## config.mk

```make
export PLATFORM = sky130hd
export DESIGN_NAME = led_bar_meter
export DESIGN_NICKNAME = d
export VERILOG_FILES = /design/src/rtl/led_bar_meter.sv
export SDC_FILE = /design/constraint.sdc
export NUM_CORES = 1
export LEC_CHECK = 0
export BUFFER_PORTS_ARGS = -buffer_cell sky130_fd_sc_hd__buf_2
export CORE_MARGIN = 2
export CORE_UTILIZATION = 36
export DETAILED_ROUTE_END_ITERATION = 16
export PLACE_DENSITY = 0.64
export SLEW_MARGIN = 20
export SYNTH_ARGS = -nofsm -noshare
export SYNTH_HDL_FRONTEND = slang
export SYNTH_SLANG_ARGS = --single-unit
```

## constraint.sdc

```tcl
create_clock -name clk -period 3.85 [get_ports clk]
set_input_delay 0 -clock clk [delete_from_list [all_inputs] [get_ports clk]]
set_output_delay 0 -clock clk [all_outputs]
set_load 0.02 [all_outputs]
```

## src/rtl/led_bar_meter.sv

```systemverilog
// LED bar-graph meter: saturates a level to the bar height and slews the displayed bar toward it
// on a periodic tick, with a peak-hold marker and bar/dot display modes.
module led_bar_meter #(
   parameter  int BAR_HEIGHT = 7,
   parameter  int LEVEL_W    = 4,
   parameter  int TICK_MAX   = 166667,
   parameter  int DECAY_DIV  = 2,
   parameter  int PEAK_HOLD  = 30,
   localparam int HW         = $clog2(BAR_HEIGHT + 1)
) (
   input  logic                  clk,
   input  logic                  rst,
   input  logic [LEVEL_W-1:0]    level,
   input  logic                  mode,
   input  logic                  clear_peak,
   output logic [BAR_HEIGHT-1:0] led,
   output logic [HW-1:0]         height,
   output logic [HW-1:0]         peak
);

   localparam int CW = $clog2(TICK_MAX + 1);
   localparam int DW = (DECAY_DIV > 1) ? $clog2(DECAY_DIV) : 1;
   localparam int PW = (PEAK_HOLD > 0) ? $clog2(PEAK_HOLD + 1) : 1;
   localparam int MW = (LEVEL_W > HW) ? LEVEL_W : HW;

   logic [LEVEL_W-1:0]    level_q;
   logic [CW-1:0]         cnt_q, cnt_d;
   logic [HW-1:0]         height_q, height_d;
   logic [DW-1:0]         decay_q, decay_d;
   logic [HW-1:0]         peak_q, peak_d;
   logic [PW-1:0]         hold_q, hold_d;
   logic [BAR_HEIGHT-1:0] led_q, led_d;

   logic [MW-1:0] level_ext;
   logic [HW-1:0] target;
   logic          tick;

   // Widen both sides before comparing so a narrow level can never wrap against BAR_HEIGHT.
   assign level_ext = MW'(level_q);
   assign target    = (level_ext > MW'(BAR_HEIGHT)) ? HW'(BAR_HEIGHT) : HW'(level_ext);
   assign tick      = (cnt_q == CW'(TICK_MAX)) && (level == level_q);

   // NOTE: every always_comb output gets a default first so no path leaves it unassigned (no latch).
   always_comb begin
      cnt_d = cnt_q + CW'(1);
      if ((level != level_q) || (cnt_q == CW'(TICK_MAX))) begin
         cnt_d = '0;
      end
   end

   always_comb begin
      height_d = height_q;
      decay_d  = decay_q;
      if (tick) begin
         if (height_q < target) begin
            height_d = height_q + HW'(1);
            decay_d  = '0;
         end else if (height_q > target) begin
            if (decay_q == DW'(DECAY_DIV - 1)) begin
               height_d = height_q - HW'(1);
               decay_d  = '0;
            end else begin
               decay_d = decay_q + DW'(1);
            end
         end else begin
            decay_d = '0;
         end
      end
   end

   // Peak tracks the next-state height so it never trails the bar by a cycle.
   always_comb begin
      peak_d = peak_q;
      hold_d = hold_q;
      if (clear_peak) begin
         peak_d = height_d;
         hold_d = '0;
      end else if (tick) begin
         if (height_d >= peak_q) begin
            peak_d = height_d;
            hold_d = PW'(PEAK_HOLD);
         end else if (hold_q != '0) begin
            hold_d = hold_q - PW'(1);
         end else begin
            peak_d = peak_q - HW'(1);
         end
      end
   end

   always_comb begin
      led_d = '0;
      for (int k = 1; k <= BAR_HEIGHT; k++) begin
         if (mode ? (height_d == HW'(k)) : (height_d >= HW'(k))) begin
            led_d[BAR_HEIGHT-k] = 1'b1;
         end
         if (peak_d == HW'(k)) begin
            led_d[BAR_HEIGHT-k] = 1'b1;
         end
      end
   end

   // NOTE: state registers use non-blocking assignments so all of them update together at the edge.
   always_ff @(posedge clk) begin
      if (rst) begin
         level_q  <= '0;
         cnt_q    <= '0;
         height_q <= '0;
         decay_q  <= '0;
         peak_q   <= '0;
         hold_q   <= '0;
         led_q    <= '0;
      end else begin
         level_q  <= level;
         cnt_q    <= cnt_d;
         height_q <= height_d;
         decay_q  <= decay_d;
         peak_q   <= peak_d;
         hold_q   <= hold_d;
         led_q    <= led_d;
      end
   end

   assign led    = led_q;
   assign height = height_q;
   assign peak   = peak_q;

endmodule

```

# ---- Word level (Yosys, flattened, before mapping)
# Index checks and enable logic that the tools add are counted.
# Widths: inputs -> output; s select.
dict set report totals {
  reg_bits 41
  elab_cells 83
}
dict set report classes {
  addsub 6
  order_cmp 11
  eq_ne 17
  mux 35
  n_reduce_logical 7
}
# operator count
set op_table {}
lappend op_table {{$mux 3} 9}
lappend op_table {{$eq 3x3->1 const B} 8}
lappend op_table {{$mux 1} 24}
lappend op_table {{$add 18x1->18 const B} 1}
lappend op_table {{$eq 18x18->1 const B} 1}
lappend op_table {{$eq 3x2->1 const B} 4}
lappend op_table {{$ge 3x3->1 const B} 4}
lappend op_table {{$mux 5} 2}
lappend op_table {{$eq 3x1->1 const B} 2}
lappend op_table {{$ge 3x2->1 const B} 2}
lappend op_table {{$sub 3x1->3 const B} 2}
lappend op_table {{$reduce_bool 5->1} 1}
lappend op_table {{$sub 5x1->5 const B} 1}
lappend op_table {{$eq 4x4->1} 1}
lappend op_table {{$gt 4x3->1 const B} 1}
lappend op_table {{$ne 4x4->1} 1}
lappend op_table {{$reduce_or 2->1} 2}
lappend op_table {{$add 3x1->3 const B} 1}
lappend op_table {{$ge 3x1->1 const B} 1}
lappend op_table {{$ge 3x3->1} 1}
lappend op_table {{$gt 3x3->1} 1}
lappend op_table {{$lt 3x3->1} 1}
lappend op_table {{$reduce_and 2->1} 1}
lappend op_table {{$reduce_bool 2->1} 1}
lappend op_table {{other kinds (3)} 3}

# ---- Depth between registers and ports, before layout
# Gate-level depths: netlist of run 1.
dict set report logic_depth {
  ltp_word 12
  ltp_mapped 17
}

# ---- Worst setup path before layout of run 1
# Ideal clock, no wire load.
dict set report synth_path {
  kind {register to register}
  from {reg height_q[2] (netlist: height[2])}
  to {reg led_q[0] (netlist: led[0])}
  setup_time_ps 78
  arrival_ps 3545
  slack_ps 226
  path_stages_with_launch 16
  path_cell_list {dfxtp_1 -> ha_1 -> a21oi_1 -> nand2_1 -> mux2i_1 -> nor2_1 -> xnor2_1 -> inv_1 -> ha_1 -> a21oi_1 -> o21ai_1 -> or4_1 -> a21oi_1 -> nor3_1 -> or3_1 -> o22ai_1}
}
dict set report synth_between {
  elab_chain_len 11
  word_cells_on_any_way 18
  cone_classes {2 x add/sub; 4 x order compare; 2 x eq/ne; 10 x mux}
}
# element line_no
set synth_rtl {}
lappend synth_rtl {{start, declared} 28} ;# logic [HW-1:0] height_q, height_d;
lappend synth_rtl {{start signal, assigned} 115} ;# height_q <= height_d;
lappend synth_rtl {{$sub 3x1->3} 60} ;# height_d = height_q - HW'(1);
lappend synth_rtl {{$mux 3} 59} ;# if (decay_q == DW'(DECAY_DIV - 1)) begin
lappend synth_rtl {{$mux 3} 58} ;# end else if (height_q > target) begin
lappend synth_rtl {{$mux 3} 55} ;# if (height_q < target) begin
lappend synth_rtl {{$mux 3 (*)} 54} ;# if (tick) begin
lappend synth_rtl {{via height_d[2]} 28}
lappend synth_rtl {{$ge 3x3->1} 79} ;# if (height_d >= peak_q) begin
lappend synth_rtl {{$mux 3} 79}
lappend synth_rtl {{$mux 3} 78} ;# end else if (tick) begin
lappend synth_rtl {{$mux 3} 75} ;# if (clear_peak) begin
lappend synth_rtl {{$eq 3x3->1} 96} ;# if (peak_d == HW'(k)) begin
lappend synth_rtl {{$mux 1 (*)} 96}
lappend synth_rtl {{end signal, assigned} 119} ;# led_q <= led_d;
lappend synth_rtl {{end, declared} 32} ;# logic [BAR_HEIGHT-1:0] led_q, led_d;
# The timed path passes the listed nets; every way through them passes the cells marked *.
# A chain may end at the register's enable or synchronous reset.

# ---- Worst setup path in the final report of run 1
dict set report layout_path {
  from {reg level_q[3] (netlist: level_ext[3])}
  to {reg led_q[1] (netlist: led[1])}
}
dict set report layout_between {
  elab_chain_len 12
  word_cells_on_any_way 19
  cone_classes {5 x order compare; 3 x eq/ne; 10 x mux; 1 x reduce/logical}
}
# element line_no
set layout_rtl {}
lappend layout_rtl {{start, declared} 26} ;# logic [LEVEL_W-1:0] level_q;
lappend layout_rtl {{start signal, assigned} 113} ;# level_q <= level;
lappend layout_rtl {{$gt 4x3->1} 40} ;# assign target = (level_ext > MW'(BAR_HEIGHT)) ? HW'(BAR_HEIGHT) : HW'(level_ext);
lappend layout_rtl {{$mux 3} 40}
lappend layout_rtl {{$gt 3x3->1} 58}
lappend layout_rtl {{$mux 3} 58}
lappend layout_rtl {{$mux 3} 55}
lappend layout_rtl {{$mux 3 (*)} 54}
lappend layout_rtl {{via height_d[2]} 28}
lappend layout_rtl {{$ge 3x3->1} 79}
lappend layout_rtl {{$mux 3} 79}
lappend layout_rtl {{$mux 3} 78}
lappend layout_rtl {{$mux 3} 75}
lappend layout_rtl {{$eq 3x3->1} 96}
lappend layout_rtl {{$mux 1 (*)} 96}
# Marks and branches as above.

==> results by group, run 1 <==
Setup path
  – Top fanout value on the critical path: 7
  – Worst Setup End Kind: register
  – Type of the setup path with the least slack: register to register
  – CP arrival: 3.87 ns
  – WP data required: about 4 ns
  – Critical Path Start Type: register

Timing
  – Least-Margin Pin Slew: roughly 0.71 ns
  – Part of the cycle the worst path needs: 0.947
  – Final Hold Fails: 0
  – RSZ-0062 raised after global routing: no
  – Pins over their slew limit: 0
  – Clock period minus worst slack: 3.65 ns
  – Post-route setup TNS: 0 ns
  – Max transition margin: 0.527
  – Maximum frequency from static timing analysis: 274 MHz
  – Final Setup Violations: 0
  – Worst Skew: 0.00982 ns

Synthesis
  – Average footprint of a synthesized cell: between 8 and 9 µm²
  – Yosys warnings: 0
  – Yosys cell types: between 40 and 50
  – Fraction of the yosys area taken by sequential cells: 0.396
  – Post-synth EDFFs: 0
  – Largest area contributor in the synthesized netlist: sky130_fd_sc_hd__dfxtp_1
  – Post-synthesis instance total: about 250
  – FF+latch count, synth: 41
  – Share of synthesized flip-flops with an asynchronous set or reset: 0
  – Library cell with the highest instance count after synthesis: sky130_fd_sc_hd__dfxtp_1
  – Most used standard cells in the synthesized netlist: sky130_fd_sc_hd__dfxtp_1 (41), sky130_fd_sc_hd__nor2_1 (39), sky130_fd_sc_hd__nand2_1 (18), sky130_fd_sc_hd__xor2_1 (18), sky130_fd_sc_hd__a21oi_1 (16)
  – Area contributors post-synth: sky130_fd_sc_hd__dfxtp_1 (40%), sky130_fd_sc_hd__xor2_1 (7.6%), sky130_fd_sc_hd__nor2_1 (7.1%), sky130_fd_sc_hd__ha_1 (6.6%), sky130_fd_sc_hd__a21oi_1 (3.9%)
  – Post-synth design cell area: 0.00207 mm²
  – Post-Syn Nets: between 200 and 300
  – Most frequently used flop master after synthesis: sky130_fd_sc_hd__dfxtp_1
  – Yosys top cell area share: 0.396

Final layout
  – Final cell utilization of the core: 0.461
  – Area of combinational cells with multiple inputs: 0.00127 mm²
  – Count of inserted antenna diode cells: 0
  – Filler cell count in the final layout: between 500 and 600
  – Fin nets: between 300 and 400
  – Area growth, synth to finish: 23.2%
  – Footprint of the flip-flops and latches: approximately 800 µm²
  – Post-layout instance count excluding filler cells: about 360
  – Share of layout cells above drive strength 1: 0.213

Floorplanning
  – Floorplan die height: approximately 80 µm
  – Initial Utilization: 0.374
  – FP Rows: 27
  – Die area: 0.00638 mm²
  – Count of pins on the block boundary: 21
  – Chip width: between 70 and 80 µm
  – Area inside the core boundary: approximately 0.0055 mm²

Power and ir drop
  – Switch share: 0.238
  – Overall Power: around 760 µW
  – Power density over the cells: 298 mW/mm²
  – Gate power share: 0.077
  – Internal Pwr Total: between 500 and 600 µW
  – Sequential share of power: 0.568
  – Switching power of the nets: 181 µW
  – IR Drop Worst-Case VDD: 0.136 mV
  – P_leak: around 0.001 µW
  – Power share of the clock group: 0.355

Global routing
  – Antenna violations before repair: 0
  – Global-route wire length before repair: about 7300 µm
  – Via count of the first global-routing pass: about 1700
  – GRT Util Overall: 0.144
  – Largest net degree at the start of global routing: 19
  – Grt total ovfl: 0

Detailed routing
  – Length of the first detailed-routing pass in iterations: 4
  – Average via count per standard cell: between 5 and 6
  – Number of nets with antenna violations after detailed routing: 0
  – Iteration-0 DRC count of the detailed router: 72
  – Wirelength per Cell: 12.3 µm
  – Post-route DRC: 0
  – Detailed-route via count: ~1800
  – Detailed Route WL: 4390 µm

Status
  – Status: complete, no violations

Min path
  – Class of the tightest hold or removal check: primary input to register

Clocking
  – Max clock buf depth: 2
  – Clk sinks: 41
  – H-tree depth: 2
  – Worst-Skew Late Latency: between 0.2 and 0.3 ns
  – TritonCTS buffer count: 5
  – Clock transition at the register clock pins on the worst setup and hold paths after CTS: approximately 0.080 ns
  – Clk root buf: sky130_fd_sc_hd__clkbuf_8
  – CTS tree: built

Placement
  – Detail Placement HPWL: between 3000 and 4000 µm
  – Total of buffers placed on input and output ports: 20
  – Final RePlAce weighted congestion: ~0.83
  – Cell total after placement: between 300 and 400

Run
  – Max-capacitance violation count: 0
area by class of cell:
class                           count  area share
Multi-Input combinational cell    187       0.497
Sequential cell                    41       0.321
Timing Repair Buffer               38      0.0960
Tap cell                           72      0.0353
Clock buffer                        6      0.0284
Inverter                           12      0.0176
Clock inverter                      2     0.00392
power groups by stage:
stage	clock network (µW)	logic, µW	registers [µW]
CTS	280	54.3	431
global route	300	64.5	432
detailed placement	0	50.9	441
finish	270	58.5	431
global placement	0	50.9	441
floorplan	0	31.0	444
flip-flops by register name, indices dropped and copies added, names as in the netlist:
name and flops:
led 7, cnt_q 18, decay_q 1, hold_q 5
height 3, peak 3, level_ext 4
critical path, stage by stage, from the launching register on:
cell	delay, ns
sky130_fd_sc_hd__dfxtp_1	0.34
sky130_fd_sc_hd__or2_2	0.28
sky130_fd_sc_hd__ha_1	0.18
sky130_fd_sc_hd__nand3b_1	0.18
sky130_fd_sc_hd__nand2_2	0.15
sky130_fd_sc_hd__mux2i_4	0.27
sky130_fd_sc_hd__nor2_2	0.08
sky130_fd_sc_hd__xnor2_1	0.23
sky130_fd_sc_hd__inv_1	0.12
sky130_fd_sc_hd__ha_4	0.23
sky130_fd_sc_hd__a21oi_2	0.18
sky130_fd_sc_hd__o21ai_4	0.10
sky130_fd_sc_hd__or4_4	0.49
sky130_fd_sc_hd__a21oi_2	0.16
sky130_fd_sc_hd__nor3_2	0.09
sky130_fd_sc_hd__or3_4	0.34
sky130_fd_sc_hd__o22ai_1	0.15
per-layer routing:
layer,vias up,part of all wire,GRT usage
met5,-,0,0
met4,0,0.013,0.0593
met3,5,0.025,0.0283
met2,23,0.46,0.227
met1,844,0.50,0.193
li1,921,-,-
placed cells by master, fill, tap and decap left out, types with 2 or more instances in the layout:
cell,synthesis,routed
sky130_fd_sc_hd__a21oi_2,0,3
sky130_fd_sc_hd__dlygate4sd3_1,0,4
sky130_fd_sc_hd__buf_4,0,14
sky130_fd_sc_hd__or3_1,4,3
sky130_fd_sc_hd__ha_1,11,10
sky130_fd_sc_hd__nor3_1,4,3
sky130_fd_sc_hd__or3b_2,2,2
sky130_fd_sc_hd__nor2b_1,8,8
sky130_fd_sc_hd__nor2_1,39,38
sky130_fd_sc_hd__o21ai_0,5,5
sky130_fd_sc_hd__nand3_1,13,13
sky130_fd_sc_hd__buf_2,1,20
sky130_fd_sc_hd__nand2b_1,2,2
sky130_fd_sc_hd__xor2_1,18,18
sky130_fd_sc_hd__a21oi_1,16,13
sky130_fd_sc_hd__nand3b_1,3,3
sky130_fd_sc_hd__a32o_1,2,2
sky130_fd_sc_hd__dfxtp_1,41,41
sky130_fd_sc_hd__inv_1,12,12
sky130_fd_sc_hd__clkinv_2,0,2
sky130_fd_sc_hd__clkbuf_8,0,5
sky130_fd_sc_hd__and4_1,2,2
sky130_fd_sc_hd__xnor2_1,7,7
sky130_fd_sc_hd__nand4_1,5,5
sky130_fd_sc_hd__and3_1,5,4
sky130_fd_sc_hd__nand2_1,18,17
sky130_fd_sc_hd__o22ai_1,3,2
timing repair:
item	4_1_cts	5_1_grt
setup endpoints to repair	0	9
hold endpoints to repair	4	0
resized for setup	0	16
hold buffers	4	0
buffers inserted	0	5
kinds of logic (layout without fill, tap and decap cells):
| family | count (synthesis) | after routing | synth area share |
|---|---|---|---|
| multiplexers | 3 | 3 | 0.0151 |
| flip-flops | 41 | 41 | 0.396 |
| buffers and inverters | 17 | 58 | 0.0314 |
| AO/OA/AOI/OAI | 33 | 33 | 0.0948 |
| adder cells (fa/ha/maj) | 11 | 11 | 0.0664 |
| AND/OR/NAND/NOR | 115 | 115 | 0.290 |
| XOR/XNOR | 25 | 25 | 0.106 |
worst paths after layout:
| path | cells past startpoint | end | start | slack, ns |
|---|---|---|---|---|
| worst max-delay path | 16 | led[1] | level_ext[3] | 0.20 |
| worst min register to register | 1 | cnt_q[0] | cnt_q[0] | 0.45 |
| worst max register to register | 16 | led[1] | level_ext[3] | 0.20 |
| worst min-delay path | 3 | led[5] | mode | 0.06 |
through the flow:
step           hold WS (ns)  worst slack (ns)  area [µm²]
2_1_floorplan        0.0716             0.226        2070
3_3_place_gp          0.239             0.142        2310
3_5_place_dp          0.249            0.0961        2310
4_1_cts              0.0421            0.0833        2430
5_1_grt              0.0748            0.0194        2550
6_report             0.0589             0.204        2550
Note: power is estimated with default switching activity, not from simulation.
==> inputs of run 2 (changes only) <==
CORE_UTILIZATION = 40   (was 36)
PLACE_DENSITY = 0.69   (was 0.64)
==> run 2 against run 1 <==
Critical path depth decreased by 1. Clock power rose by 3%. Flip-flop and latch count unchanged. Critical path type unchanged.
==> results by group, run 2 (same netlist as run 1, synthesis figures left out) <==
Floorplanning
  – Count of pins on the block boundary: 21 (unchanged)
  – FP Rows: 26 (-3.7%)
  – Chip width: 76.0 µm (-4.9%)
  – Initial Utilization: 0.411 (+0.0369)
  – Die area: 0.00577 mm² (-9.5%)
  – Floorplan die height: 76.0 µm (-4.9%)
  – Area inside the core boundary: 0.00504 mm² (-9.0%)

Setup path
  – WP data required: 4.07 ns (about the same)
  – Flop-to-flop setup slack: 0.16 ns (-0.05 ns)
  – Worst r2r src: cnt_q[0]
  – Cell type of the slowest stage on the worst timing path: sky130_fd_sc_hd__or4_1
  – Category of cells accounting for the largest share of critical-path delay: simple AND/OR/NAND/NOR gates
  – Ordered cell list for the critical path: ha_1 > nor4bb_1 > and3_1 > nand4_1 > nor2_2 > xnor2_2 > inv_1 > ha_1 > a21oi_1 > o21ai_2 > or4_1 > a21oi_1 > nor3_2 > or3_1 > o22ai_1
  – CP arrival: 3.92 ns (+0.05 ns)
  – Top fanout value on the critical path: 7 (unchanged)
  – Worst Setup End Kind: register
  – Delay of the slowest cell on the worst path: 0.47 ns (-0.02 ns)
  – Number of cell instances on the worst register-to-register path: 15 (-1)
  – Destination of the worst register-to-register timing path: led[1]
  – Type of the setup path with the least slack: register to register
  – Critical Path Start Type: register
  – Count of buffer and inverter cells on the critical path: 1 (unchanged)

Power and ir drop
  – Power share of the clock group: 0.364 (+0.009)
  – Switching power of the nets: 187 µW (+3.8%)
  – Power density over the cells: 307 mW/mm² (+3.1%)
  – Sequential share of power: 0.564 (-0.004)
  – Switch share: 0.245 (+0.00763)
  – Internal Pwr Total: 576 µW (-0.48%)
  – IR Drop Worst-Case VDD: 0.201 mV (+47%)
  – Gate power share: 0.071 (-0.006)
  – P_leak: 0.000980 µW (-2.2%)

Clocking
  – Worst-Skew Late Latency: 0.30 ns (about the same)
  – TritonCTS buffer count: 5 (unchanged)
  – H-tree depth: 2 (unchanged)
  – Clk sinks: 41 (unchanged)
  – Clock transition at the register clock pins on the worst setup and hold paths after CTS: 0.08 ns (about the same)
  – Clk root buf: sky130_fd_sc_hd__clkbuf_8
  – CTS tree: built
  – Max clock buf depth: 2 (unchanged)

Detailed routing
  – Wirelength per Cell: 11.7 µm (-4.2%)
  – Number of nets with antenna violations after detailed routing: 0 (unchanged)
  – Length of the first detailed-routing pass in iterations: 4 (unchanged)
  – Iteration-0 DRC count of the detailed router: 76 (+5.6%)
  – Detailed-route via count: 1772 (-1.2%)
  – Average via count per standard cell: 5.02 (+0.23%)
  – Detailed Route WL: 4150 µm (-5.5%)
  – Post-route DRC: 0 (unchanged)

Timing
  – Part of the cycle the worst path needs: 0.959 (+0.0123)
  – Clock period minus worst slack: 3.69 ns (+0.0473 ns)
  – Final Hold Slack: 0.0393 ns (-0.0197 ns)
  – Final Setup Violations: 0 (unchanged)
  – Max transition margin: 0.553 (+0.0257)
  – Final Hold Fails: 0 (unchanged)
  – Worst Skew: 0.00580 ns (-0.00402 ns)
  – Least-Margin Pin Slew: 0.669 ns (-0.0384 ns)
  – Pins over their slew limit: 0 (unchanged)
  – Maximum frequency from static timing analysis: 271 MHz (-1.3%)

Min path
  – Startpoint of the most critical hold path: mode
  – Class of the tightest hold or removal check: primary input to register
  – Number of instances on the worst hold path: 3 (unchanged)
  – Hold Crit Endpoint: led[5]

Status
  – Status: complete, no violations

Global routing
  – Via count of the first global-routing pass: 1588 (-5.1%)
  – Global-route wire length before repair: 6980 µm (-4.8%)
  – Grt total ovfl: 0 (unchanged)
  – GRT Util Overall: 0.147 (+0.00247)
  – Largest net degree at the start of global routing: 19 (unchanged)
  – Antenna violations before repair: 0 (unchanged)

Final layout
  – Share of layout cells above drive strength 1: 0.187 (-0.0260)
  – Commonest cells after routing, fill and taps aside: sky130_fd_sc_hd__dfxtp_1 (41), sky130_fd_sc_hd__nor2_1 (38), sky130_fd_sc_hd__buf_2 (20)
  – Flip-flop count of the largest register after layout: 18 (unchanged)
  – Filler cell count in the final layout: 481 (-12%)
  – Area growth, synth to finish: 20.2%
  – Final non-filler cell area: 0.00249 mm² (-2.5%)
  – Register with the most flip-flops: cnt_q
  – Final cell utilization of the core: 0.494 (+0.0329)
  – Most frequent standard cell in the layout excluding fill and tap cells: sky130_fd_sc_hd__dfxtp_1
  – Count of inserted antenna diode cells: 0 (unchanged)
  – Fin nets: 301 (-0.99%)

Placement
  – Total of buffers placed on input and output ports: 20 (unchanged)
  – Area of placed instances: 0.00230 mm² (-0.43%)
  – Detail Placement HPWL: 2940 µm (-6.6%)
  – Final RePlAce weighted congestion: 0.834 (about the same)

Run
  – Max-capacitance violation count: 0 (unchanged)
run 2: per-stage QoR:
step	instances	TNS [ns]	setup WS (ns)	total power, µW
floorplan	245	0	0.226	475
global placement	338	0	0.144	491
detailed placement	338	0	0.132	491
CTS	350	0	0.0609	773
global route	353	-0.0853	-0.0436	799
finish	353	0	0.156	764
run 2: layout make-up:
type                            count  area (µm²)  area share
Multi-Input combinational cell    187        1230       0.493
Sequential cell                    41         821       0.330
Timing Repair Buffer               35         223      0.0894
Tap cell                           70        87.6      0.0352
Clock buffer                        5        68.8      0.0276
Inverter                           12        45.0      0.0181
Clock inverter                      3        17.5     0.00704
run 2: routing by layer:
| layer | up-vias | GRT usage | part of all wire |
|---|---|---|---|
| li1 | 914 | - | - |
| met4 | 0 | 0.0655 | 0.013 |
| met5 | - | 0 | 0 |
| met2 | 35 | 0.229 | 0.45 |
| met1 | 818 | 0.192 | 0.49 |
| met3 | 5 | 0.0367 | 0.038 |
run 2: what timing repair did:
item | CTS | global route
setup endpoints to repair | 0 | 10
endpoints found under the hold margin | 4 | 0
setup buffers | 0 | 3
hold buffers | 4 | 0
gates resized for setup | 0 | 9
run 2: worst max path at each step:
stage	from	to	slack [ns]	depth (start not counted)
2_1_floorplan	height[2]	led[0]	0.23	15
3_3_place_gp	level_ext[3]	led[1]	0.14	16
3_5_place_dp	cnt_q[0]	led[3]	0.13	16
4_1_cts	level_ext[3]	led[1]	0.06	16
5_1_grt	cnt_q[0]	led[1]	-0.04	15
6_report	cnt_q[0]	led[1]	0.16	15
run 2: power groups by stage:
stage	combinational (µW)	clock, µW	sequential, µW
6_report	54.6	278	431
5_1_grt	60.4	307	432
4_1_cts	52.9	289	431
3_5_place_dp	49.6	0	441
3_3_place_gp	49.4	0	441
2_1_floorplan	31.0	0	444
run 2: worst min-delay path, cell delays in order:
cell	delay, ns
sky130_fd_sc_hd__buf_2	0.12
sky130_fd_sc_hd__a21o_1	0.11
sky130_fd_sc_hd__a21oi_1	0.05
==> inputs of run 3 (changes only) <==
--- a/config.mk
+++ b/config.mk
@@ -12,2 +12,3 @@
 export PLACE_DENSITY = 0.69
+export SETUP_SLACK_MARGIN = 0.2
 export SLEW_MARGIN = 20
--- a/constraint.sdc
+++ b/constraint.sdc
@@ -3,2 +3,2 @@
 set_output_delay 0 -clock clk [all_outputs]
-set_load 0.02 [all_outputs]
+set_load 0.005 [all_outputs]
==> run 3 against run 2 <==
Critical path type unchanged. Die area unchanged. Global-route usage up 0.40 points. Final cell count up 0.57%. Sequential share of layout area down 1.2 points. Count of clock-buffer cells in the layout unchanged. Maximum frequency up 2.4%. Sequential power about the same. Final area up 4.3%. Core utilization up 2.1 points. Register-to-register slack better by 0.09 ns.
==> results by group, run 3 (same netlist as run 1, synthesis figures left out) <==
Timing
  – Worst Skew: 0.00725 ns (+0.00145 ns)
  – RSZ-0062 raised after global routing: no
  – Max transition margin: 0.529 (-0.0239)
  – Pins over their slew limit: 0 (unchanged)
  – Final Worst Setup Slack: 0.242 ns (+0.0860 ns)
  – Least-Margin Pin Slew: 0.705 ns (+0.0357 ns)
  – Final Setup Violations: 0 (unchanged)
  – Maximum frequency from static timing analysis: 277 MHz (+2.4%)
  – Final Hold Slack: 0.0388 ns (-0.000449 ns)
  – Final Hold Fails: 0 (unchanged)
  – Clock period minus worst slack: 3.61 ns (-0.0860 ns)
  – Post-route setup TNS: 0 ns (unchanged)
  – Part of the cycle the worst path needs: 0.937 (-0.0223)

Global routing
  – GRT Util Overall: 0.151 (+0.00403)
  – Largest net degree at the start of global routing: 19 (unchanged)
  – Via count of the first global-routing pass: 1639 (+3.2%)
  – Global-route wire length before repair: 7180 µm (+2.9%)
  – Antenna violations before repair: 0 (unchanged)
  – Grt total ovfl: 0 (unchanged)

Power and ir drop
  – Internal Pwr Total: 578 µW (+0.28%)
  – Power share of the clock group: 0.366 (+0.002)
  – Switching power of the nets: 189 µW (+0.90%)
  – Overall Power: 767 µW (+0.43%)
  – Gate power share: 0.072 (about the same)
  – Switch share: 0.247 (+0.00114)
  – Power density over the cells: 295 mW/mm² (-3.7%)
  – Sequential share of power: 0.562 (-0.002)
  – P_leak: 0.00100 µW (+2.4%)
  – IR Drop Worst-Case VDD: 0.203 mV (+0.96%)

Placement
  – Detail Placement HPWL: 2940 µm (unchanged)
  – Cell total after placement: 338 (unchanged)
  – Total of buffers placed on input and output ports: 20 (unchanged)
  – Placement Setup Slack: 0.132 ns (unchanged)
  – Final RePlAce weighted congestion: 0.834 (unchanged)

Setup path
  – Delay of the slowest cell on the worst path: 0.37 ns (-0.10 ns)
  – Category of cells accounting for the largest share of critical-path delay: simple AND/OR/NAND/NOR gates
  – Count of buffer and inverter cells on the critical path: 1 (unchanged)
  – WP data required: 4.08 ns (about the same)
  – Cell type of the slowest stage on the worst timing path: sky130_fd_sc_hd__or3_4
  – Worst Setup End Kind: register
  – Ordered cell list for the critical path: or2_2 > ha_1 > nand3b_1 > nand2_2 > mux2i_4 > nor2_4 > xnor2_2 > inv_2 > ha_4 > nand2_2 > o21ai_4 > nor2_1 > or3_1 > a21oi_2 > nor3_4 > or3_4 > o22ai_1
  – CP arrival: 3.83 ns (-0.09 ns)
  – Critical Path Start Type: register
  – Most used cell along the critical path: sky130_fd_sc_hd__nand2_2
  – Type of the setup path with the least slack: register to register
  – Top fanout value on the critical path: 6 (-1)

Floorplanning
  – Initial Utilization: 0.411 (unchanged)
  – FP Rows: 26 (unchanged)
  – Count of pins on the block boundary: 21 (unchanged)
  – Die area: 0.00577 mm² (unchanged)
  – Area inside the core boundary: 0.00504 mm² (unchanged)
  – Chip width: 76.0 µm (unchanged)
  – Floorplan die height: 76.0 µm (unchanged)

Final layout
  – Flip-flop count of the largest register after layout: 18 (unchanged)
  – Share of layout cells above drive strength 1: 0.242 (+0.0548)
  – Area growth, synth to finish: 25.4%
  – Commonest cells after routing, fill and taps aside: sky130_fd_sc_hd__nor2_1 (38), sky130_fd_sc_hd__dfxtp_1 (38), sky130_fd_sc_hd__buf_2 (20)
  – Register with the most flip-flops: cnt_q
  – Footprint of the flip-flops and latches: 825 µm² (+0.46%)
  – Filler cell count in the final layout: 455 (-5.4%)
  – Count of inserted antenna diode cells: 0 (unchanged)
  – Area of combinational cells with multiple inputs: 0.00132 mm² (+7.2%)
  – Post-layout instance count excluding filler cells: 355 (+0.57%)
  – Fin nets: 303 (+0.66%)

Clocking
  – Clk sinks: 41 (unchanged)
  – Clk root buf: sky130_fd_sc_hd__clkbuf_8
  – H-tree depth: 2 (unchanged)
  – Worst-Skew Late Latency: 0.30 ns (about the same)
  – TritonCTS buffer count: 5 (unchanged)
  – Max clock buf depth: 2 (unchanged)
  – CTS tree: built
  – Clock transition at the register clock pins on the worst setup and hold paths after CTS: 0.08 ns (about the same)

Run
  – Max-capacitance violation count: 0 (unchanged)

Detailed routing
  – Number of nets with antenna violations after detailed routing: 0 (unchanged)
  – Post-route DRC: 0 (unchanged)
  – Iteration-0 DRC count of the detailed router: 69 (-9.2%)
  – Detailed-route via count: 1823 (+2.9%)
  – Detailed Route WL: 4470 µm (+7.7%)
  – Wirelength per Cell: 12.6 µm (+7.1%)
  – Average via count per standard cell: 5.14 (+2.3%)
  – Length of the first detailed-routing pass in iterations: 4 (unchanged)

Min path
  – Class of the tightest hold or removal check: primary input to register

Status
  – Status: complete, no violations
==> run 3: final timing paths <==
| kind | startpoint | to | slack (ns) | cells after the start |
|---|---|---|---|---|
| worst max-delay path | level_ext[3] | led[1] | 0.24 | 17 |
| worst min-delay path | mode | led[5] | 0.04 | 3 |
| worst max register to register | level_ext[3] | led[1] | 0.24 | 17 |
| worst min register to register | cnt_q[0] | cnt_q[0] | 0.47 | 1 |
==> run 3: worst min-delay path, cell delays in order <==
cell,delay [ns]
sky130_fd_sc_hd__buf_2,0.12
sky130_fd_sc_hd__a21o_1,0.11
sky130_fd_sc_hd__a21oi_1,0.05
==> run 3: power groups by stage <==
stage	sequential (µW)	clock, µW	combinational [µW]
after global routing	432	305	60.8
after floorplan	441	0	31.0
after detailed placement	441	0	47.0
after CTS	431	289	52.2
after global placement	441	0	46.8
final	431	281	55.0
==> run 3: what timing repair did <==
item                                   4_1_cts  5_1_grt
endpoints found under the hold margin        4        0
resized for setup                            8       22
pin swaps                                    1        7
cloned                                       0        0
hold buffers                                 4        0
setup buffers                                4        1
setup endpoints to repair                    7       10
==> run 3: through the flow <==
stage	cell area, µm²	utilization
final	2600	0.515
after global routing	2600	0.515
after CTS	2480	0.493
after detailed placement	2300	0.456
after global placement	2300	0.456
after floorplan	2070	-
==> run 3: cell type report <==
type | count | share of cell area
clock inverters | 3 | 0.00674
flip-flops and latches | 41 | 0.317
multi-input cells | 187 | 0.507
inverters | 12 | 0.0173
repair buffers | 37 | 0.0915
clock buffers | 5 | 0.0265
well taps | 70 | 0.0337
==> run 3: layer usage <==
layer | vias to the layer above | global-route usage | routed length [µm]
li1 | 917 | - | -
met1 | 866 | 0.195 | 2090
met4 | 0 | 0.0655 | 72
met2 | 33 | 0.241 | 2150
met5 | - | 0 | 0
met3 | 7 | 0.0367 | 151
